File: config.mk
export PLATFORM = sky130hd
export DESIGN_NAME = upsample_2x_flat
export DESIGN_NICKNAME = d
export VERILOG_FILES = /design/src/rtl/upsample_2x_if.sv /design/src/rtl/upsample_2x.sv /design/src/flat_wrapper.sv
export SDC_FILE = /design/constraint.sdc
export NUM_CORES = 1
export LEC_CHECK = 0
export ABC_CLOCK_PERIOD_IN_PS = 6600
export CAP_MARGIN = 20
export CORE_UTILIZATION = 55
export DETAILED_ROUTE_END_ITERATION = 8
export PLACE_DENSITY = 0.75
export SLEW_MARGIN = 10
export SYNTH_ARGS = -nofsm -noshare
export SYNTH_HDL_FRONTEND = slang
export SYNTH_SLANG_ARGS = --single-unit
File: constraint.sdc
create_clock -name i_clk -period 6.6 [get_ports i_clk]
set_input_delay 0.66 -clock i_clk [delete_from_list [all_inputs] [get_ports i_clk]]
set_output_delay 0.66 -clock i_clk [all_outputs]
set_load 0.02 [all_outputs]
File: src/rtl/upsample_2x_if.sv
// ---------------------------------------------------------------------------
// upsample_2x_if -- feature stream bundle for the 2x upsampler.
//
// Upstream side:   i_feature_valid, o_feature_ready, i_features
// Downstream side: o_feature_valid, i_feature_ready, o_features, o_frame_last
// Feature buses are 6 lanes x 8 bit. Each lane carries a two's-complement
// (signed) value; the block never does arithmetic on it, so the lanes are
// declared as plain bits.
//
// modport slave  : the upsampler itself
// modport master : whatever drives it (pooling stage + downstream consumer)
// ---------------------------------------------------------------------------
interface upsample_2x_if;
  logic            i_feature_valid;
  logic            o_feature_ready;
  logic [5:0][7:0] i_features;
  logic            o_feature_valid;
  logic            i_feature_ready;
  logic [5:0][7:0] o_features;
  logic            o_frame_last;

  modport slave (
    input  i_feature_valid, i_features, i_feature_ready,
    output o_feature_ready, o_feature_valid, o_features, o_frame_last
  );

  modport master (
    output i_feature_valid, i_features, i_feature_ready,
    input  o_feature_ready, o_feature_valid, o_features, o_frame_last
  );
endinterface

File: src/rtl/upsample_2x.sv
// ---------------------------------------------------------------------------
// upsample_2x -- 2x upsampler, 14x14 -> 28x28 per channel, 6 channels in
// lockstep, valid/ready on both sides.
//
// Ports:
//   i_clk   : sole clock, rising edge
//   i_rst_n : asynchronous active-low reset
//   bus     : upsample_2x_if.slave (feature in/out streams, o_frame_last)
//
// ROW_A forwards each accepted input twice (output cols 2c, 2c+1) and stores
// it in a 14-entry line buffer; ROW_B replays the buffer, each entry twice,
// to produce the odd output row. o_frame_last marks output (27,27).
//
// Build option: define UPSAMPLE_ZERO_FILL_EN for zero-stuffing instead of
// nearest-neighbour replication (input only at even row/even col, zeros
// elsewhere; no line buffer). Handshake and timing are identical.
// ---------------------------------------------------------------------------
module upsample_2x (
  input  logic         i_clk,
  input  logic         i_rst_n,
  upsample_2x_if.slave bus
);
  localparam logic [3:0] LAST_IDX = 4'd13;

  typedef enum logic { ROW_A, ROW_B } state_e;
  typedef logic [5:0][7:0] beat_t;

  state_e     state_q, state_d;
  logic [3:0] col_q, col_d;    // column of the next ROW_A accept
  logic       dup_q, dup_d;    // 0: first copy of a value, 1: second copy
  logic [3:0] rep_q, rep_d;    // line-buffer replay index in ROW_B
  logic [3:0] row_q, row_d;    // input row
  logic       out_valid_q, out_valid_d;
  beat_t      out_data_q, out_data_d;
  logic       out_last_q, out_last_d;

  logic  emit;
  logic  accept;
  logic  row_a_last_col;
  beat_t replay_data;

  assign emit = out_valid_q & bus.i_feature_ready;

  // col_q wraps to 0 once column 13 is accepted, so a valid ROW_A beat seen
  // with col_q == 0 is the final column of the row.
  assign row_a_last_col = (col_q == 4'd0);

  // New input may load only into an empty register or in the same cycle the
  // second copy leaves; never after column 13, whose second copy hands over
  // to ROW_B.
  assign bus.o_feature_ready = (state_q == ROW_A) &
                               (~out_valid_q | (dup_q & emit & ~row_a_last_col));
  assign accept = bus.i_feature_valid & bus.o_feature_ready;

`ifdef UPSAMPLE_ZERO_FILL_EN
  assign replay_data = '0;
`else
  beat_t      line_buf_q [14];
  logic [3:0] replay_idx;

  // Entry 0 is fetched while entering ROW_B; afterwards the next entry.
  assign replay_idx  = ((state_q == ROW_B) && (rep_q != LAST_IDX)) ? rep_q + 4'd1 : 4'd0;
  assign replay_data = line_buf_q[replay_idx];

  // NOTE: the line buffer is deliberately not reset: each entry is rewritten
  // in ROW_A before ROW_B reads it, and leaving it reset-free lets it map to
  // plain storage.
  always_ff @(posedge i_clk) begin
    if (accept) line_buf_q[col_q] <= bus.i_features;
  end
`endif

  always_comb begin
    // NOTE: every _d gets its hold value first so no path through the case
    // below leaves a variable unassigned (which would infer a latch).
    state_d     = state_q;
    col_d       = col_q;
    dup_d       = dup_q;
    rep_d       = rep_q;
    row_d       = row_q;
    out_valid_d = out_valid_q;
    out_data_d  = out_data_q;
    out_last_d  = out_last_q;

    unique case (state_q)
      ROW_A: begin
        if (accept) begin
          out_data_d  = bus.i_features;
          out_valid_d = 1'b1;
          dup_d       = 1'b0;
          col_d       = (col_q == LAST_IDX) ? 4'd0 : col_q + 4'd1;
        end else if (emit) begin
          if (!dup_q) begin
            dup_d = 1'b1;
`ifdef UPSAMPLE_ZERO_FILL_EN
            out_data_d = '0;  // odd output column is a stuffed zero
`endif
          end else if (row_a_last_col) begin
            state_d    = ROW_B;
            rep_d      = 4'd0;
            dup_d      = 1'b0;
            out_data_d = replay_data;
          end else begin
            out_valid_d = 1'b0;
            dup_d       = 1'b0;
          end
        end
      end

      ROW_B: begin
        if (emit) begin
          if (!dup_q) begin
            dup_d      = 1'b1;
            out_last_d = (rep_q == LAST_IDX) && (row_q == LAST_IDX);
          end else if (rep_q == LAST_IDX) begin
            state_d     = ROW_A;
            out_valid_d = 1'b0;
            out_last_d  = 1'b0;
            dup_d       = 1'b0;
            rep_d       = 4'd0;
            row_d       = (row_q == LAST_IDX) ? 4'd0 : row_q + 4'd1;
          end else begin
            rep_d      = rep_q + 4'd1;
            dup_d      = 1'b0;
            out_data_d = replay_data;
          end
        end
      end

      default: state_d = ROW_A;
    endcase
  end

  // NOTE: state is updated with non-blocking assignments so every flop
  // samples the pre-edge values regardless of statement order.
  always_ff @(posedge i_clk or negedge i_rst_n) begin
    if (!i_rst_n) begin
      state_q     <= ROW_A;
      col_q       <= 4'd0;
      dup_q       <= 1'b0;
      rep_q       <= 4'd0;
      row_q       <= 4'd0;
      out_valid_q <= 1'b0;
      out_data_q  <= '0;
      out_last_q  <= 1'b0;
    end else begin
      state_q     <= state_d;
      col_q       <= col_d;
      dup_q       <= dup_d;
      rep_q       <= rep_d;
      row_q       <= row_d;
      out_valid_q <= out_valid_d;
      out_data_q  <= out_data_d;
      out_last_q  <= out_last_d;
    end
  end

  assign bus.o_feature_valid = out_valid_q;
  assign bus.o_features      = out_data_q;
  assign bus.o_frame_last    = out_last_q;
endmodule

File: src/flat_wrapper.sv
// flat-port wrapper written by rule: the top's interface ports become plain ports
module upsample_2x_flat 
  (i_clk, i_rst_n, bus_i_feature_valid, bus_i_features, bus_i_feature_ready, bus_o_feature_ready, bus_o_feature_valid, bus_o_features, bus_o_frame_last);
  upsample_2x_if bus_i ();
  input  logic i_clk;
  input  logic i_rst_n;
  input wire logic [$bits(bus_i.i_feature_valid)-1:0] bus_i_feature_valid;
  input wire logic [$bits(bus_i.i_features)-1:0] bus_i_features;
  input wire logic [$bits(bus_i.i_feature_ready)-1:0] bus_i_feature_ready;
  output wire logic [$bits(bus_i.o_feature_ready)-1:0] bus_o_feature_ready;
  output wire logic [$bits(bus_i.o_feature_valid)-1:0] bus_o_feature_valid;
  output wire logic [$bits(bus_i.o_features)-1:0] bus_o_features;
  output wire logic [$bits(bus_i.o_frame_last)-1:0] bus_o_frame_last;
  assign bus_i.i_feature_valid = bus_i_feature_valid;
  assign bus_i.i_features = bus_i_features;
  assign bus_i.i_feature_ready = bus_i_feature_ready;
  assign bus_o_feature_ready = bus_i.o_feature_ready;
  assign bus_o_feature_valid = bus_i.o_feature_valid;
  assign bus_o_features = bus_i.o_features;
  assign bus_o_frame_last = bus_i.o_frame_last;
  upsample_2x u_core (.i_clk(i_clk), .i_rst_n(i_rst_n), .bus(bus_i));
endmodule
==> impl_metrics.tcl <==
set metrics [dict create \
    min_period_ps 3890 \
    use_met1_pct 35.9 \
    seq_area_frac_synth_pct 76.2 \
    postLayoutCoreUtil_pct 63.5 \
    die_w_um 230 \
    die_y_um 230 \
    core_um2 51300 \
    layout_commonest_cell "edfxtp_1" \
    cp.arrival_ps 4380 \
    rsz0062_at_grt "false" \
    ys.flop_type "edfxtp_1" \
    layout.cells.most_common_list "672 x edfxtp_1, 132 x o22ai_1, 128 x nand2_1" \
    final_cells 2571 \
    synth_cell_types 57 \
    leakage_nw 10.5 \
    routed_wl_um 69700 \
    hold_class "input port to asynchronous set/reset pin" \
    grt_first_pass_wirelength_um 105000 \
    num_vias 16900 \
    slew_headroom_pct 28.4 \
    drive_above_1_share_pct 12.4 \
    synth_edf_count 672 \
    yosysTopAreaCell "edfxtp_1" \
    met2_usage_pct 43.1 \
    hpwl_um 36200 \
    cp_max_fo 45 \
    tightest_slew_ps 1070 \
    cts_tree "built" \
    detail-route-antenna-nets 0 \
    fmax_mhz 257 \
    htreeDepth 3 \
    grt_overflow 0 \
    antenna_found_initial 2 \
    required_ps 7080 \
    drc 0 \
    start_util_pct 55.7 \
    syn_nets 1794 \
    cts.path.max_buffers 3 \
    viasPerCell 6.59 \
    worstSetupPathType "input port to register" \
    drt_iter0_drc 2034 \
    cts_buffers 74 \
    cp-end-kind "register" \
    grt_max_degree 85 \
    async_reset_ff_share_pct 8.70 \
    yosysWarnings 0 \
    synth.area.top_cells "edfxtp_1 71%, dfrtp_1 5.6%, mux4_2 2.9%" \
    min_period_over_period_pct 59.0 \
    syn-cell-area_um2 28600 \
    clk_pin_slew_ps 60 \
    fin_skew_ps 23.5 \
    clock-sinks 736 \
    fin_nets 1890 \
    postCtsSetupBuffers 0 \
    root_buffer "clkbuf_16" \
    finalSetupViolCount 0 \
    drv_slew 0 \
    outcome "finished clean" \
    rows 83 \
    first_global_vias 17400 \
    peakVddDrop_uv 369 \
    drtPass1Iterations 7 \
    place.port_buffers 102 \
    cellPowerDensity_nw_per_um2 416 \
    clkLatencyLatePin_ps 610 \
    ioPinCount 103 \
    synth-seq-cells 736 \
    syn_inst 1739 \
    yosys.area.top_type_share_pct 70.6 \
    areaGrowthSynthToFinish_pct 14.0 \
    maxCapViolCount 0 \
    cp-start-kind "input port" \
    dp_cells 2433 \
    grt_busiest_layer "met2" \
    place_congestion 0.800 \
    finalHoldViolCount 0 \
    avgSynthCellArea_um2 16.4 \
    grt_use_met3_pct 5.21 \
    dieArea_um2 52900 \
    wire_per_inst_um 27.1 \
    track_usage_pct 26.7 \
    antenna_cells 0 \
]
==> logic make-up (layout without fill, tap and decap cells) <==
kind of cell / after synthesis / in the layout / share of synthesized area (%)
AOI/OAI and AO/OA: 482 / 482 / 11.5
and+or+nand+nor: 267 / 267 / 4.26
xor gates and xnor gates: 3 / 3 / 0.0920
buffers and inverters: 140 / 292 / 2.23
DFF: 736 / 736 / 76.2
adders and majority gates: 3 / 3 / 0.131
muxes: 108 / 108 / 5.50
==> cells in the mapped netlist, drive strengths merged, types with 2 or more instances <==
library cell / instances
a21oi: 70
a31oi: 39
o21ai: 73
nor3: 6
nor2b: 2
xor2: 2
nand2: 130
a211oi: 2
dfrtp: 64
o31a: 10
o22ai: 132
nand2b: 5
o31ai: 11
mux2: 21
o41ai: 2
and2: 4
inv: 6
nand3: 71
a21o: 3
and3: 12
o2bb2ai: 2
a311oi: 2
a221o: 46
mux4: 37
ha: 3
buf: 71
a21bo: 2
nor4: 4
a21boi: 10
nor2: 27
a2bb2oi: 36
edfxtp: 672
or3: 2
mux2i: 50
clkbuf: 63
a32oi: 36
==> cell type report <==
cell class | instances | area [µm²]
Clock inverter | 24 | 128
Inverter | 6 | 22.5
Clock buffer | 108 | 2030
Timing Repair Buffer | 154 | 1480
Sequential cell | 736 | 21800
Fill cell | 3517 | 18700
Multi-Input combinational cell | 863 | 6290
Tap cell | 680 | 851
==> registers in the layout (all words and copies together) (netlist names) <==
signal / count
u_core.bus.o_feature_valid: 1
u_core.bus.o_features: 48
u_core.bus.o_frame_last: 1
u_core.col_q: 4
u_core.dup_q: 1
u_core.line_buf_q: 672
u_core.rep_q: 4
u_core.row_q: 4
u_core.state_q: 1
==> routing by layer <==
layer / share of wire, % / vias up
met5: 0.049 / -
met4: 2.9 / 4
met3: 9.7 / 148
met2: 49 / 962
met1: 38 / 8588
li1: - / 7238
==> final timing paths <==
check / from / to / slack, ps / cells after the start
setup / recovery: bus_i_feature_ready / u_core.bus.o_features[0] / 2710 / 11
hold / removal: i_rst_n / u_core.bus.o_features[14] / 460 / 2
setup reg to reg: u_core.rep_q[0] / u_core.bus.o_features[37] / 2770 / 8
hold reg to reg: u_core.row_q[0] / u_core.row_q[0] / 470 / 1
max in group asynchronous: i_rst_n / u_core.rep_q[0] / 4860 / 3
min in group i_clk: u_core.row_q[0] / u_core.row_q[0] / 470 / 1
==> critical path, stage by stage <==
cell             delay (ps)
clkdlybuf4s50_1         570
and2_1                  240
ha_1                    180
o41ai_2                  70
nand2_1                 120
nand3_2                 380
buf_4                   520
nand2_2                 580
buf_4                   570
o21ai_1                 140
o31ai_1                 300
==> metrics by stage <==
stage                     worst slack, ps  area (µm²)  total power [mW]  hold slack (ps)  TNS, ps
after floorplan                     -85.2       28600              8.35              364   -13760
after global placement               2070       30300              9.64              455        0
after detailed placement             1910       30300              9.74              457        0
after CTS                            2540       32500              13.5              439        0
after global routing                 2580       32600              14.0              481        0
final                                2710       32600              13.5              461        0
==> power by group <==
part / internal [mW] / total (mW) / leakage, nW / switching (mW)
logic: 1.52 / 4.07 / 2.67 / 2.55
registers: 5.42 / 5.68 / 6.79 / 0.262
clock network: 2.14 / 3.80 / 1.05 / 1.66
total: 9.07 / 13.5 / 10.5 / 4.47
==> timing repair <==
| item | CTS | global route |
|---|---|---|
| hold buffers | 1 | 0 |
| gates resized for setup | 0 | 0 |
| endpoints found under the hold margin | 11 | 0 |
Power figures use the tool's default switching activity.
